File: src/rtl/spi_reg_bank.sv
// SPI (mode 0) slave register bank: one R/W frame per chip-select assertion, serial inputs synchronised into clk.
// Optional readback path enabled by defining SPI_REG_BANK_READBACK_EN.
module spi_reg_bank #(
    parameter int                    DATA_WIDTH  = 8,
    parameter int                    ADDR_WIDTH  = 7,
    parameter int                    NUM_REGS    = 5,
    parameter logic [DATA_WIDTH-1:0] RESET_VALUE = '0
) (
    input  logic                           clk,
    input  logic                           rst,
    input  logic                           sclk,
    input  logic                           COPI,
    input  logic                           cs,
    output logic                           CIPO,
    output logic                           cipo_oe,
    output logic [NUM_REGS*DATA_WIDTH-1:0] regs_out,
    output logic                           wr_strobe,
    output logic [ADDR_WIDTH-1:0]          wr_addr,
    output logic                           frame_err
);

    localparam int FRAME_LEN = 1 + ADDR_WIDTH + DATA_WIDTH;
    localparam int CNT_W     = 6;

    localparam logic [1:0] ST_IDLE = 2'd0;
    localparam logic [1:0] ST_ADDR = 2'd1;
    localparam logic [1:0] ST_DATA = 2'd2;
    localparam logic [1:0] ST_DONE = 2'd3;

    logic       r_sclk_meta, r_sclk_sync, r_sclk_dly;
    logic       r_copi_meta, r_copi_sync;
    logic       r_cs_meta, r_cs_sync, r_cs_dly;
    logic [1:0] r_sync_vld;
    logic       r_armed;

    // r_armed only sets once a real (post-reset) high level of cs has been observed,
    // so a cs held low across reset cannot start a frame.
    always_ff @(posedge clk) begin
        if (rst) begin
            r_sclk_meta <= 1'b0;
            r_sclk_sync <= 1'b0;
            r_sclk_dly  <= 1'b0;
            r_copi_meta <= 1'b0;
            r_copi_sync <= 1'b0;
            r_cs_meta   <= 1'b1;
            r_cs_sync   <= 1'b1;
            r_cs_dly    <= 1'b1;
            r_sync_vld  <= 2'b00;
            r_armed     <= 1'b0;
        end else begin
            r_sclk_meta <= sclk;
            r_sclk_sync <= r_sclk_meta;
            r_sclk_dly  <= r_sclk_sync;
            r_copi_meta <= COPI;
            r_copi_sync <= r_copi_meta;
            r_cs_meta   <= cs;
            r_cs_sync   <= r_cs_meta;
            r_cs_dly    <= r_cs_sync;
            r_sync_vld  <= {r_sync_vld[0], 1'b1};
            if (r_sync_vld[1] && r_cs_sync) begin
                r_armed <= 1'b1;
            end
        end
    end

    logic w_sclk_rise, w_cs_fall, w_cs_rise;
    assign w_sclk_rise = r_sclk_sync & ~r_sclk_dly;
    assign w_cs_fall   = ~r_cs_sync & r_cs_dly;
    assign w_cs_rise   = r_cs_sync & ~r_cs_dly;

    logic [1:0]              r_state;
    logic [CNT_W-1:0]        r_bit_cnt;
    logic [FRAME_LEN-2:0]    r_frame;
    logic [FRAME_LEN-1:0]    w_frame_next;
    logic                    w_in_frame, w_take_bit, w_addr_done, w_frame_done;
    logic                    w_fr_rw, w_addr_hit, w_commit;
    logic [ADDR_WIDTH-1:0]   w_fr_addr;
    logic [DATA_WIDTH-1:0]   w_fr_data;
    logic                    r_wr_strobe, r_frame_err;
    logic [ADDR_WIDTH-1:0]   r_wr_addr;
    logic [DATA_WIDTH-1:0]   r_regs [NUM_REGS];

    // The whole frame is shifted into one register; w_frame_next is the frame including the bit sampled now.
    assign w_frame_next = {r_frame, r_copi_sync};
    assign w_in_frame   = (r_state == ST_ADDR) || (r_state == ST_DATA);
    assign w_take_bit   = w_sclk_rise & ~w_cs_rise & w_in_frame;
    assign w_addr_done  = w_take_bit & (r_state == ST_ADDR) & (r_bit_cnt == CNT_W'(ADDR_WIDTH));
    assign w_frame_done = w_take_bit & (r_state == ST_DATA) & (r_bit_cnt == CNT_W'(FRAME_LEN - 1));
    assign w_fr_rw      = w_frame_next[FRAME_LEN-1];
    assign w_fr_addr    = w_frame_next[FRAME_LEN-2 -: ADDR_WIDTH];
    assign w_fr_data    = w_frame_next[DATA_WIDTH-1:0];
    assign w_addr_hit   = {1'b0, w_fr_addr} < (ADDR_WIDTH+1)'(NUM_REGS);
    assign w_commit     = w_frame_done & w_fr_rw & w_addr_hit;

    always_ff @(posedge clk) begin
        if (rst) begin
            r_state     <= ST_IDLE;
            r_bit_cnt   <= '0;
            r_frame     <= '0;
            r_wr_strobe <= 1'b0;
            r_wr_addr   <= '0;
            r_frame_err <= 1'b0;
        end else begin
            r_wr_strobe <= w_commit;
            if (w_commit) begin
                r_wr_addr <= w_fr_addr;
            end
            r_frame_err <= w_cs_rise & w_in_frame;
            if (w_take_bit) begin
                r_frame   <= w_frame_next[FRAME_LEN-2:0];
                r_bit_cnt <= r_bit_cnt + 1'b1;
            end
            case (r_state)
                ST_IDLE: begin
                    if (w_cs_fall && r_armed) begin
                        r_state   <= ST_ADDR;
                        r_bit_cnt <= '0;
                    end
                end
                ST_ADDR: begin
                    if (w_cs_rise) begin
                        r_state <= ST_IDLE;
                    end else if (w_addr_done) begin
                        r_state <= ST_DATA;
                    end
                end
                ST_DATA: begin
                    if (w_cs_rise) begin
                        r_state <= ST_IDLE;
                    end else if (w_frame_done) begin
                        r_state <= ST_DONE;
                    end
                end
                ST_DONE: begin
                    if (w_cs_rise) begin
                        r_state <= ST_IDLE;
                    end
                end
                default: r_state <= ST_IDLE;
            endcase
        end
    end

    always_ff @(posedge clk) begin
        if (rst) begin
            for (int k = 0; k < NUM_REGS; k++) begin
                r_regs[k] <= RESET_VALUE;
            end
        end else begin
            for (int k = 0; k < NUM_REGS; k++) begin
                if (w_commit && (w_fr_addr == ADDR_WIDTH'(k))) begin
                    r_regs[k] <= w_fr_data;
                end
            end
        end
    end

    genvar gi;
    generate
        for (gi = 0; gi < NUM_REGS; gi++) begin : g_regs_out
            assign regs_out[gi*DATA_WIDTH +: DATA_WIDTH] = r_regs[gi];
        end
    endgenerate

    assign wr_strobe = r_wr_strobe;
    assign wr_addr   = r_wr_addr;
    assign frame_err = r_frame_err;

`ifdef SPI_REG_BANK_READBACK_EN
    logic                  w_sclk_fall;
    logic                  r_rd_req, r_rd_started;
    logic [ADDR_WIDTH-1:0] r_rd_addr;
    logic [DATA_WIDTH-1:0] r_rd_shift, w_rd_word;
    logic                  r_cipo, r_cipo_oe;

    assign w_sclk_fall = ~r_sclk_sync & r_sclk_dly;

    // Unimplemented addresses fall through the loop and read back as zero.
    always_comb begin
        w_rd_word = '0;
        for (int k = 0; k < NUM_REGS; k++) begin
            if (r_rd_addr == ADDR_WIDTH'(k)) begin
                w_rd_word = r_regs[k];
            end
        end
    end

    always_ff @(posedge clk) begin
        if (rst) begin
            r_rd_req     <= 1'b0;
            r_rd_addr    <= '0;
            r_rd_started <= 1'b0;
            r_rd_shift   <= '0;
            r_cipo       <= 1'b0;
            r_cipo_oe    <= 1'b0;
        end else begin
            if (w_addr_done) begin
                r_rd_req  <= ~w_frame_next[ADDR_WIDTH];
                r_rd_addr <= w_frame_next[ADDR_WIDTH-1:0];
            end
            if (w_cs_rise || (r_state == ST_IDLE)) begin
                r_rd_started <= 1'b0;
                r_cipo_oe    <= 1'b0;
                r_cipo       <= 1'b0;
            end else if ((r_state == ST_DATA) && r_rd_req && w_sclk_fall) begin
                if (!r_rd_started) begin
                    r_rd_started <= 1'b1;
                    r_cipo_oe    <= 1'b1;
                    r_cipo       <= w_rd_word[DATA_WIDTH-1];
                    r_rd_shift   <= w_rd_word << 1;
                end else begin
                    r_cipo     <= r_rd_shift[DATA_WIDTH-1];
                    r_rd_shift <= r_rd_shift << 1;
                end
            end
        end
    end

    assign CIPO    = r_cipo & r_cipo_oe;
    assign cipo_oe = r_cipo_oe;
`else
    assign CIPO    = 1'b0;
    assign cipo_oe = 1'b0;
`endif

endmodule

File: config.mk
export PLATFORM = sky130hd
export DESIGN_NAME = spi_reg_bank
export DESIGN_NICKNAME = d
export VERILOG_FILES = /design/src/rtl/spi_reg_bank.sv
export SDC_FILE = /design/constraint.sdc
export NUM_CORES = 1
export LEC_CHECK = 0
export ABC_AREA = 1
export CELL_PAD_IN_SITES_DETAIL_PLACEMENT = 0
export CELL_PAD_IN_SITES_GLOBAL_PLACEMENT = 1
export CORE_AREA = 2 2 105 107
export DETAILED_ROUTE_END_ITERATION = 16
export DIE_AREA = 0 0 107 109
export HOLD_SLACK_MARGIN = 0.12
export PLACE_DENSITY = 0.73
export SLEW_MARGIN = 20
export SYNTH_ARGS = -nofsm -noshare
export SYNTH_HDL_FRONTEND = slang
export SYNTH_SLANG_ARGS = --single-unit
File: constraint.sdc
create_clock -name clk -period 2.35 [get_ports clk]
set_clock_uncertainty 0.1 [all_clocks]
set_input_delay 0.705 -clock clk [delete_from_list [all_inputs] [get_ports clk]]
set_output_delay 0.705 -clock clk [all_outputs]
set_load 0.005 [all_outputs]
; Word level (Yosys, flattened, before mapping)
; Memories as Yosys holds them, arrays and structs flattened.
; Cells that the tools add are included.
[classes]
addsub = 1
multipliers = 0
n_div = 0
order_cmp = 1
n_eq_ne = 13
shift = 0
muxes = 33
bitwise = 21
n_reduce_logical = 11
[op_table]
columns = op, count
row1 = $mux 8, 5
row2 = $mux 1, 18
row3 = $mux 6, 3
row4 = $eq 7x2->1 const B, 2
row5 = $and 1x1->1, 12
row6 = $mux 2, 6
row7 = $pmux 2 s4, 1
row8 = $eq 7x1->1 const B, 1
row9 = $eq 7x3->1 const B, 1
row10 = $logic_and 1x1->1, 7
row11 = $logic_not 7->1, 1
row12 = $lt 7x3->1 const B, 1
row13 = $add 6x1->6 const B, 1
row14 = $eq 6x3->1 const B, 1
row15 = $eq 6x4->1 const B, 1
row16 = $ne 3x3->1 const B, 2
row17 = $or 1x1->1, 5
row18 = $eq 2x2->1 const B, 2
row19 = $ne 2x2->1 const B, 2
row20 = $not 1->1, 4
row21 = $reduce_and 4->1, 1
row22 = $eq 2x1->1 const B, 1
row23 = $logic_not 2->1, 1
row24 = $logic_or 1x1->1, 1
[word_totals]
ff_bits = 43
latch_bits = 0
mem_bits_rw = 40
mem_bits_ro = 0
in_bits = 5
out_inout_bits = 51
word_cells = 98
memories = 1
[mem_list]
columns = memory, depth, width, rd, rd_clocked_by_memory_dff, write_ports, line
row1 = r_regs, 5, 8, 5, 0, 5, 81  ; logic [DATA_WIDTH-1:0] r_regs [NUM_REGS];

; Logic depth before layout (Yosys ltp)
[logic_depth]
word_depth = 14
ltp_mapped = 10
mapped_depth_nobuf = 10

; Worst setup path before layout
; Ideal clock, no wire load.
[synth_path]
path_type = input -> register
startpoint = in rst
endpoint = mem r_regs[0][0] (enable)
t_arrival_ns = 1.772
required_ns = 1.866
path_slack_ns = 0.094
stages = 4
path_buffers = 1
path_cell_list = inv_1 -> buf_1 -> nand3_1 -> o21ai_0
[synth_rtl]
columns = element, line
row1 = from (decl), 10  ; input logic rst,
row2 = to (decl), 81

; Worst setup path after layout
[layout_path]
startpoint = reg r_wr_addr[0], in the netlist wr_addr[0]
endpoint = out wr_addr[0]
[layout_rtl]
columns = element, line
row1 = from (decl), 80  ; logic [ADDR_WIDTH-1:0] r_wr_addr;
row2 = from (signal assigned), 106  ; r_wr_addr <= w_fr_addr;
row3 = to (decl), 18  ; output logic [ADDR_WIDTH-1:0] wr_addr,
; No word-level cell between the ends.

==> impl_metrics.ini <==
[cts]
clock_latency_ps = 350
clock-root-buffer = clkbuf_8
tritoncts.num_buffers = 9
cts_setup_buffers = 0
clock-sinks = 83
clkSlewWorstSetupHoldPaths_ps = 90
cts_htree_levels = 3
cts_max_path_buffers = 2
cts_tree = done

[floorplanning]
core_area_mm2 = 0.0106
io_pins = 56
start_util_pct = 29.1
die_h_um = 109
die_x_um = 107
std_cell_rows = 38
die-area_mm2 = 0.0117

[detailed_routing]
routed_via_density = 4.09
finalWirelength_um = 5210
drcViolationCount = 0
drtIter0Drc = 82
ant_nets = 0
firstDrtPassIters = 4
wl_per_cell_um = 10.6
vias = 2003

[placement]
placed_cells = 474
portBuffers = 53
place_hpwl_um = 3830
gp_congestion = 0.719

[sta]
rsz0062_at_grt = false
hold_violations = 0
finalSetupTns_ps = 0
period_needed_ps = 2060
fin_hold_ws_ps = 305
finalCritPeriodShare_pct = 87.5
slew_violations = 0
max_freq_mhz = 486
slew-limit-headroom_pct = 65.8
setup_viol = 0
worst_pin_slew_ps = 511

[setup_path]
slowest_stage = clkdlybuf4s50_1
required_ps = 1540
crit_type = reg -> out
critical_path_arrival_ps = 1250
setup.worst_path.end_class = primary output
r2r-start = r_state[1]
start_kind = flip-flop
cp.buffers_inverters = 1
crit_start = wr_addr[0]
crit_family = buffers and inverters
worst-path-max-fanout = 2
cp_cell_sequence = clkdlybuf4s50_1
max_stage_delay_ps = 520

[status]
status = finished, final reports clean

[synthesis]
synth_top_flop_cell = dfxtp_1
syn_inst = 281
ys_types = 31
ys.warnings.count = 0
yosysSeqAreaShare_pct = 66.9
synth_area_mm2 = 0.00308
synthArstFlopShare_pct = 0
synth.avg_cell_area_um2 = 11.0
synth-edff-count = 40
ys_ff_latch = 83

[global_routing]
antenna_found_initial = 0
grt_pass1_vias = 1901
grt_util_all_layers_pct = 9.53
grt_max_degree = 33
grt-ovfl-total = 0
grt_pass1_wl_um = 8630

[flow_run]
max_cap_viol_count = 0

[hold_path]
holdCritStartpoint = r_copi_meta
hold_path_class = reg -> reg

[power_and_ir_drop]
static-leakage-power_nw = 1.53
power.density_mw_per_mm2 = 796
peakVddDrop_v = 0.000318

[layout]
multi_input_area_um2 = 797
diodes = 0
final_layout_size_suffix_gt1_share_pct = 14.3
synthToLayoutAreaGrowth_pct = 30.8
fillerInstances = 1023
final_nets = 356
final_cells = 490
seqCellArea_mm2 = 0.00206
==> worst paths after layout <==
kind,slack (ps),endpoint,cells past startpoint
max,290,wr_addr[0],1
min,300,r_copi_sync,2
max reg2reg,310,r_regs[0][34],8
min reg2reg,300,r_copi_sync,2
==> Yosys cell counts (3+ instances only) <==
library cell	number	area share (%)
a21oi_1	16	2.6
dfxtp_1	43	28
nand2_1	22	2.7
edfxtp_1	40	39
nor2_1	27	3.3
nand3_1	13	2.1
o21ai_0	22	3.6
nor2_2	12	2.4
buf_4	3	0.73
ha_1	6	2.4
inv_1	44	5.4
xor2_1	4	1.1
nand4_1	4	0.81
==> registers in the layout, indices dropped and copies added (netlist names), 2 cells and up <==
| register | flops |
|---|---|
| wr_addr | 7 |
| r_bit_cnt | 6 |
| r_regs | 40 |
| r_state | 2 |
| r_sync_vld | 2 |
| r_frame | 15 |
==> cell usage in the layout (no fill, tap or decap) <==
cell,count
conb_1,2
nand2_4,2
xor2_1,4
clkdlybuf4s50_1,53
o21ai_2,1
nand2_1,21
o211ai_1,1
nand4_1,4
inv_6,3
clkbuf_8,9
nor2_8,1
a21oi_1,16
o21ai_1,1
nor2_1,27
inv_2,2
buf_4,9
inv_8,1
o21bai_1,1
clkinv_4,1
o21ai_0,22
nand2_2,3
inv_1,44
or2_2,2
nor2_4,1
ha_1,6
nand3_4,1
edfxtp_1,40
bufinv_16,2
nor3b_1,1
nor3_1,1
dfxtp_1,43
nand3_1,13
nor2_2,12
==> per-stage QoR <==
| step | util [%] | total power, mW | area, um^2 | worst slack (ps) |
|---|---|---|---|---|
| floorplan | - | 1.94 | 3090 | 94.1 |
| global placement | 35.9 | 2.09 | 3800 | 77.2 |
| detailed placement | 35.9 | 2.09 | 3800 | 47.7 |
| CTS | 38.0 | 3.25 | 4030 | 157 |
| global route | 38.1 | 3.37 | 4040 | 107 |
| finish | 38.1 | 3.21 | 4040 | 294 |
==> kinds of logic after synthesis <==
| group | after synthesis | share of synthesized area, % |
|---|---|---|
| and+or+nand+nor | 89 | 14.8 |
| DFF | 83 | 66.9 |
| buffers and inverters | 56 | 7.51 |
| AOI/OAI and AO/OA | 42 | 7.10 |
| adders and majority gates | 6 | 2.43 |
| xor gates and xnor gates | 4 | 1.14 |
| other | 1 | 0.122 |
==> layout make-up <==
class	instances	area share (%)
clock buffer	9	3.07
clock inverter	7	2.64
inverter	46	4.28
multi-input combinational	143	19.8
sequential	83	51.1
tap	140	4.34
timing repair buffer	62	14.8
==> where the power goes <==
group	switching, mW	internal (mW)
sequential	0.0411	1.59
combinational	0.237	0.180
clock	0.543	0.619
total	0.821	2.39
==> repair_timing <==
action                                  in CTS  in global routing
resized for setup                            0                  1
hold buffers                                 0                  0
endpoints found under the setup margin       0                  1
==> layer usage <==
layer | GRT usage, % | vias up | wire length (um)
li1 | - | 1034 | -
met1 | 12.1 | 899 | 2510
met2 | 15.0 | 65 | 2290
met3 | 3.59 | 5 | 346
met4 | 3.25 | 0 | 57
met5 | 0 | - | 0
(Power assumes the default switching activity.)
